[config.mk]
export PLATFORM = sky130hd
export DESIGN_NAME = reg_wb_arbiter
export DESIGN_NICKNAME = d
export VERILOG_FILES = /design/src/rtl/reg_wb_arbiter_pkg.sv /design/src/rtl/reg_wb_arbiter_hold_slot.sv /design/src/rtl/reg_wb_arbiter.sv
export SDC_FILE = /design/constraint.sdc
export NUM_CORES = 1
export LEC_CHECK = 0
export BUFFER_PORTS_ARGS = -buffer_cell sky130_fd_sc_hd__buf_2
export CORE_AREA = 2 2 67 69
export DETAILED_ROUTE_END_ITERATION = 16
export DIE_AREA = 0 0 69 71
export PLACE_DENSITY = 0.74
export SLEW_MARGIN = 30
export SYNTH_ARGS = -nofsm -noshare
export SYNTH_HDL_FRONTEND = slang
export SYNTH_SLANG_ARGS = --single-unit
[constraint.sdc]
create_clock -name CLK -period 3.9 [get_ports CLK]
set_clock_uncertainty 0.2 [all_clocks]
set_input_delay 1.17 -clock CLK [delete_from_list [all_inputs] [get_ports CLK]]
set_output_delay 1.17 -clock CLK [all_outputs]
set_load 0.01 [all_outputs]
[src/rtl/reg_wb_arbiter_pkg.sv]
// Shared types and constants for the register-file writeback arbiter.
package reg_wb_pkg;
  localparam int REG_DW = 8;
  localparam int REG_AW = 3;
  localparam int REG_N  = 8;

  typedef struct packed {
    logic [REG_AW-1:0] addr;
    logic [REG_DW-1:0] data;
  } wb_req_t;

  typedef enum logic {SRC_A = 1'b0, SRC_M = 1'b1} wb_src_e;
endpackage

[src/rtl/reg_wb_arbiter_hold_slot.sv]
// One-entry writeback holding slot: valid/addr/data register with load/free
// and source-address compare for hazard/forward detection.
module wb_hold_slot
  import reg_wb_pkg::*;
#(
  parameter int DW = REG_DW,
  parameter int AW = REG_AW
) (
  input  logic          CLK,
  input  logic          RESET,
  input  logic          i_load,
  input  logic          i_free,
  input  logic [AW-1:0] i_addr,
  input  logic [DW-1:0] i_data,
  input  logic [AW-1:0] i_raddr1,
  input  logic [AW-1:0] i_raddr2,
  output logic          o_vld,
  output logic [AW-1:0] o_addr,
  output logic [DW-1:0] o_data,
  output logic          o_match1,
  output logic          o_match2
);
  logic          r_vld;
  logic [AW-1:0] r_addr;
  logic [DW-1:0] r_data;

  // A reload in the same edge as the free keeps the slot occupied.
  always_ff @(posedge CLK) begin
    if (RESET) begin
      r_vld  <= 1'b0;
      r_addr <= '0;
      r_data <= '0;
    end else if (i_load) begin
      r_vld  <= 1'b1;
      r_addr <= i_addr;
      r_data <= i_data;
    end else if (i_free) begin
      r_vld  <= 1'b0;
    end
  end

  assign o_vld    = r_vld;
  assign o_addr   = r_addr;
  assign o_data   = r_data;
  assign o_match1 = r_vld && (r_addr == i_raddr1);
  assign o_match2 = r_vld && (r_addr == i_raddr2);
endmodule

[src/rtl/reg_wb_arbiter.sv]
// Oldest-first (round-robin on ties) arbiter sharing the register-file write port
// between ALU and load writeback; REG_WB_BYPASS_EN adds forwarding outputs.
module reg_wb_arbiter
  import reg_wb_pkg::*;
#(
  parameter int DW = REG_DW,
  parameter int AW = REG_AW
) (
  input  logic          CLK,
  input  logic          RESET,
  input  logic          A_VALID,
  input  logic [AW-1:0] A_ADDR,
  input  logic [DW-1:0] A_DATA,
  output logic          A_READY,
  input  logic          M_VALID,
  input  logic [AW-1:0] M_ADDR,
  input  logic [DW-1:0] M_DATA,
  output logic          M_READY,
  output logic          WRITE,
  output logic [AW-1:0] INADDRESS,
  output logic [DW-1:0] IN,
  input  logic [AW-1:0] RADDR1,
  input  logic [AW-1:0] RADDR2,
  output logic          HAZARD,
`ifdef REG_WB_BYPASS_EN
  output logic          FWD1_VALID,
  output logic [DW-1:0] FWD1_DATA,
  output logic          FWD2_VALID,
  output logic [DW-1:0] FWD2_DATA,
`endif
  output logic          IDLE
);
  logic          w_a_vld, w_m_vld;
  logic [AW-1:0] w_a_addr, w_m_addr;
  logic [DW-1:0] w_a_data, w_m_data;
  logic          w_a_m1, w_a_m2, w_m_m1, w_m_m2;
  logic          w_a_grant, w_m_grant;
  logic          w_a_load, w_m_load;
  logic          w_i_m1, w_i_m2;

  logic          r_m_older;
  logic          r_tie;
  wb_src_e       r_last_grant;
  logic          r_write;
  logic [AW-1:0] r_inaddr;
  logic [DW-1:0] r_in;

  wb_hold_slot #(.DW(DW), .AW(AW)) u_slot_a (
    .CLK(CLK), .RESET(RESET), .i_load(w_a_load), .i_free(w_a_grant),
    .i_addr(A_ADDR), .i_data(A_DATA), .i_raddr1(RADDR1), .i_raddr2(RADDR2),
    .o_vld(w_a_vld), .o_addr(w_a_addr), .o_data(w_a_data),
    .o_match1(w_a_m1), .o_match2(w_a_m2)
  );

  wb_hold_slot #(.DW(DW), .AW(AW)) u_slot_m (
    .CLK(CLK), .RESET(RESET), .i_load(w_m_load), .i_free(w_m_grant),
    .i_addr(M_ADDR), .i_data(M_DATA), .i_raddr1(RADDR1), .i_raddr2(RADDR2),
    .o_vld(w_m_vld), .o_addr(w_m_addr), .o_data(w_m_data),
    .o_match1(w_m_m1), .o_match2(w_m_m2)
  );

  always_comb begin
    w_a_grant = 1'b0;
    w_m_grant = 1'b0;
    if (w_a_vld && w_m_vld) begin
      if (r_tie) begin
        if (r_last_grant == SRC_M) w_a_grant = 1'b1;
        else                       w_m_grant = 1'b1;
      end else if (r_m_older) begin
        w_m_grant = 1'b1;
      end else begin
        w_a_grant = 1'b1;
      end
    end else begin
      w_a_grant = w_a_vld;
      w_m_grant = w_m_vld;
    end
  end

  assign A_READY  = !RESET && (!w_a_vld || w_a_grant);
  assign M_READY  = !RESET && (!w_m_vld || w_m_grant);
  assign w_a_load = A_VALID && A_READY;
  assign w_m_load = M_VALID && M_READY;

  // Age only matters while both slots hold data; a lone load makes the
  // other (surviving) slot the older one.
  always_ff @(posedge CLK) begin
    if (RESET) begin
      r_m_older    <= 1'b0;
      r_tie        <= 1'b0;
      r_last_grant <= SRC_M;
      r_write      <= 1'b0;
      r_inaddr     <= '0;
      r_in         <= '0;
    end else begin
      if (w_a_load && w_m_load) begin
        r_tie <= 1'b1;
      end else if (w_a_load) begin
        r_tie     <= 1'b0;
        r_m_older <= w_m_vld && !w_m_grant;
      end else if (w_m_load) begin
        r_tie     <= 1'b0;
        r_m_older <= 1'b0;
      end
      r_write <= w_a_grant || w_m_grant;
      if (w_a_grant) begin
        r_inaddr     <= w_a_addr;
        r_in         <= w_a_data;
        r_last_grant <= SRC_A;
      end else if (w_m_grant) begin
        r_inaddr     <= w_m_addr;
        r_in         <= w_m_data;
        r_last_grant <= SRC_M;
      end
    end
  end

  assign WRITE     = r_write;
  assign INADDRESS = r_inaddr;
  assign IN        = r_in;
  assign IDLE      = !w_a_vld && !w_m_vld && !r_write;

  assign w_i_m1 = r_write && (r_inaddr == RADDR1);
  assign w_i_m2 = r_write && (r_inaddr == RADDR2);

`ifdef REG_WB_BYPASS_EN
  logic w_a_younger;
  logic [DW:0] w_fwd1, w_fwd2;

  // On a same-cycle tie the last_grant side commits second, so it is younger.
  assign w_a_younger = r_tie ? (r_last_grant == SRC_A) : r_m_older;

  function automatic logic [DW:0] f_fwd(input logic i_am, input logic i_mm,
                                        input logic i_im, input logic i_ay,
                                        input logic [DW-1:0] i_ad,
                                        input logic [DW-1:0] i_md,
                                        input logic [DW-1:0] i_id);
    logic [DW:0] v;
    v = '0;
    if (i_am && i_mm) v = i_ay ? {1'b1, i_ad} : {1'b1, i_md};
    else if (i_am)    v = {1'b1, i_ad};
    else if (i_mm)    v = {1'b1, i_md};
    else if (i_im)    v = {1'b1, i_id};
    return v;
  endfunction

  assign w_fwd1 = f_fwd(w_a_m1, w_m_m1, w_i_m1, w_a_younger, w_a_data, w_m_data, r_in);
  assign w_fwd2 = f_fwd(w_a_m2, w_m_m2, w_i_m2, w_a_younger, w_a_data, w_m_data, r_in);
  assign FWD1_VALID = w_fwd1[DW];
  assign FWD1_DATA  = w_fwd1[DW-1:0];
  assign FWD2_VALID = w_fwd2[DW];
  assign FWD2_DATA  = w_fwd2[DW-1:0];
  // Every match is forwarded, so a hazard remains only for an unforwarded match.
  assign HAZARD = ((w_a_m1 || w_m_m1 || w_i_m1) && !FWD1_VALID) ||
                  ((w_a_m2 || w_m_m2 || w_i_m2) && !FWD2_VALID);
`else
  assign HAZARD = w_a_m1 || w_m_m1 || w_i_m1 || w_a_m2 || w_m_m2 || w_i_m2;
`endif
endmodule

==> flow_summary.yaml <==
status:
  outcome: "complete, no violations"
clock_tree:
  h-tree-depth: 2
  postCtsSetupBuffers: 0
  cts_root_buf: "clkbuf_8"
  cts_made_buffers: 5
  cts_sinks: 39
  cts_tree: "done"
  clkTransAtPathRegs_ns: 0.07
  ctsResizeCount: 0
  clockBufferDepth: 2
  cts_hold_buffers: 0
  clkLatencyLatePin_ns: 0.29
synthesis:
  synth_top_cell_by_area: "dfxtp_1"
  ys_seq_elements: 39
  postSynth.asyncResetShare_pct: 0
  synth_top_area_share_pct: 42.59
  synth_top_family_by_area: "compound AO/OA/AOI/OAI gates"
  synthTopCellsByArea: "dfxtp_1 43%, mux2_4 6.6%, xor2_1 6.2%"
  synthesis.area_um2: 1833
  syn_nets: 223
  synth_xor_area_share_pct: 7.645
  synth_simple_gate_area_share_pct: 15.43
  synth_flop_cell: "dfxtp_1"
  synthesis.yosys.warnings: 0
  synth_adder_area_share_pct: 1.365
  muxShareOfSynthArea_pct: 8.942
  avgSynthCellArea_um2: 9.698
  yosysSeqAreaShare_pct: 42.59
  synth_compound_area_share_pct: 19.04
  synth_edf_count: 0
  ys_types: 37
  synthCells: 189
final_layout:
  nFillCells: 431
  design_area_um2: 2235
  drive_gt1_share_pct: 33.61
  mostFrequentLayoutCell: "buf_2"
  area_delta_synth_final_pct: 21.91
  most-common-layout-cells: "47 x buf_2, 39 x dfxtp_1, 25 x nand2_1"
  fin_util_pct: 53.15
  diodes: 0
  fin_nets: 271
setup_path:
  cp-endpoint: "HAZARD"
  required_ns: 2.53
  startpoint_type: "input port"
  cp_slowest_stage_delay_ns: 0.28
  path_depth: 6
  crit_family: "compound AO/OA/AOI/OAI gates"
  rr_worst_depth: 9
  reg2reg_slack_ns: 1.67
  cp_common_cell: "buf_2"
  crit_chain: "buf_2, or2_2, a211oi_1, o21ai_0, o211ai_1, buf_2"
  crit_path_end_kind: "output pin"
  critPathKind: "input port to output pin"
  cp_slowest_cell: "or2_2"
  critPathMaxFanout: 4
  cp.arrival_ns: 2.12
  cp-startpoint: "RADDR1[0]"
  path_buf_inv: 2
  r2r-start: "r_last_grant"
  worstReg2RegEnd: "r_m_older"
sta:
  tightest_slew_ns: 0.5478
  hold_slack_ns: 0.2577
  slew_headroom_pct: 63.27
  finalSetupTns_ns: 0
  rsz0062_at_grt: "no"
  slew_violations: 0
  final-hold-violation-count: 0
  layout_setup_ws_ns: 0.4105
  setup_viol: 0
  fin_crit_sh_pct: 89.47
  max_freq_mhz: 286.6
  timing.final.crit_period_ns: 3.489
hold_path:
  hold_path_class: "flop to flop"
floorplanning:
  die_w_um: 69
  rows: 24
  start_util_pct: 43.60
  dieArea_um2: 4899
  die_y_um: 71
  num_io_pins: 48
  coreArea_um2: 4204
global_route:
  grt_first_pass_wirelength_um: 6534
  antenna_found_initial: 0
  grt_use_total_pct: 16.73
  grt_pass1_vias: 1443
  grt-ovfl-total: 0
  grt_max_degree: 25
place:
  place_area_um2: 2098
  place_congestion: 0.8376
  port_buffers: 47
  dp_slack_ns: 0.3998
  dp_hpwl_um: 2832
routing:
  wl_per_cell_um: 13.39
  drtIter0Drc: 96
  dr_total_vias: 1430
  via_per_inst: 4.931
  drc_errors: 0
  wirelength_um: 3882
  drtAntennaViolNets: 0
  drt-pass1-iter-count: 4
power:
  p_leak_nw: 1.047
  vdd.ir_drop.worst_v: 0.0001991
  power.density_nw_per_um2: 429.3
job:
  cap_violations: 0
[worst reg2reg max path: stages, from the launching register on]
cell       delay, ns
dfxtp_1         0.34
nand2b_1        0.25
nand2_2         0.14
a211oi_4        0.21
buf_4           0.29
inv_1           0.08
ha_1            0.31
nand2_1         0.07
a2bb2oi_1       0.16
nor2_1          0.05
[Yosys cell counts, types with 4 or more instances]
| cell type | number |
|---|---|
| xor2_1 | 13 |
| a221o_1 | 4 |
| a22o_1 | 7 |
| a21o_1 | 4 |
| nor2_1 | 6 |
| inv_1 | 7 |
| and2_1 | 4 |
| mux2_4 | 8 |
| buf_2 | 4 |
| dfxtp_1 | 39 |
| o21ai_0 | 14 |
| nor3_1 | 5 |
| nand2_1 | 25 |
| nor2b_1 | 11 |
[how the worst min path moves through the flow]
stage / startpoint / to / slack [ns] / cells after the start
3_5_place_dp: u_slot_m.o_data[4] / u_slot_m.o_data[4] / 0.25 / 2
5_1_grt: u_slot_m.o_data[4] / u_slot_m.o_data[4] / 0.27 / 2
3_3_place_gp: u_slot_m.o_data[1] / u_slot_m.o_data[1] / 0.24 / 2
4_1_cts: u_slot_m.o_data[4] / u_slot_m.o_data[4] / 0.26 / 2
2_1_floorplan: u_slot_m.o_data[0] / u_slot_m.o_data[0] / 0.23 / 2
6_report: u_slot_m.o_data[4] / u_slot_m.o_data[4] / 0.26 / 2
[cell families after synthesis]
kind of cell	after synthesis
buffers and inverters	17
flip-flops	39
AO/OA/AOI/OAI	45
AND/OR/NAND/NOR	58
XOR/XNOR	16
adder cells (fa/ha/maj)	2
multiplexers	12
[state kept, by name (all words and copies together), names as in the netlist]
signal and flops:
INADDRESS 3, u_slot_m.o_vld 1, r_m_older 1, u_slot_a.o_addr 3, r_last_grant 1, r_tie 1
u_slot_a.o_vld 1, u_slot_a.o_data 8, IN 8, WRITE 1, u_slot_m.o_addr 3, u_slot_m.o_data 8
[final cells by class]
type                       count  area, um^2  share of cell area [%]
sequential                    39       780.7                   34.94
timing repair buffer          51       265.3                   11.87
inverter                       7       26.28                   1.176
tap                           52       65.06                   2.912
clock buffer                   6       72.57                   3.247
multi-input combinational    133       964.7                   43.17
clock inverter                 2       60.06                   2.688
[report_power, final]
part           total [mW]  switching (mW)  internal, mW
registers           0.442          0.0186         0.424
logic               0.124          0.0601        0.0635
clock network       0.394           0.138         0.256
total               0.959           0.217         0.743
[layer usage]
metal	track usage [%]	routed length, um
met3	4.701	159
met1	18.71	1740
met4	5.882	56
met2	30.45	1925
met5	0	0
[metrics by stage]
stage	power (mW)	cells
floorplan	0.5295	189
global placement	0.5724	282
detailed placement	0.5757	282
CTS	0.9699	290
global route	1.002	290
finish	0.9594	290
Power figures use the tool's default switching activity.
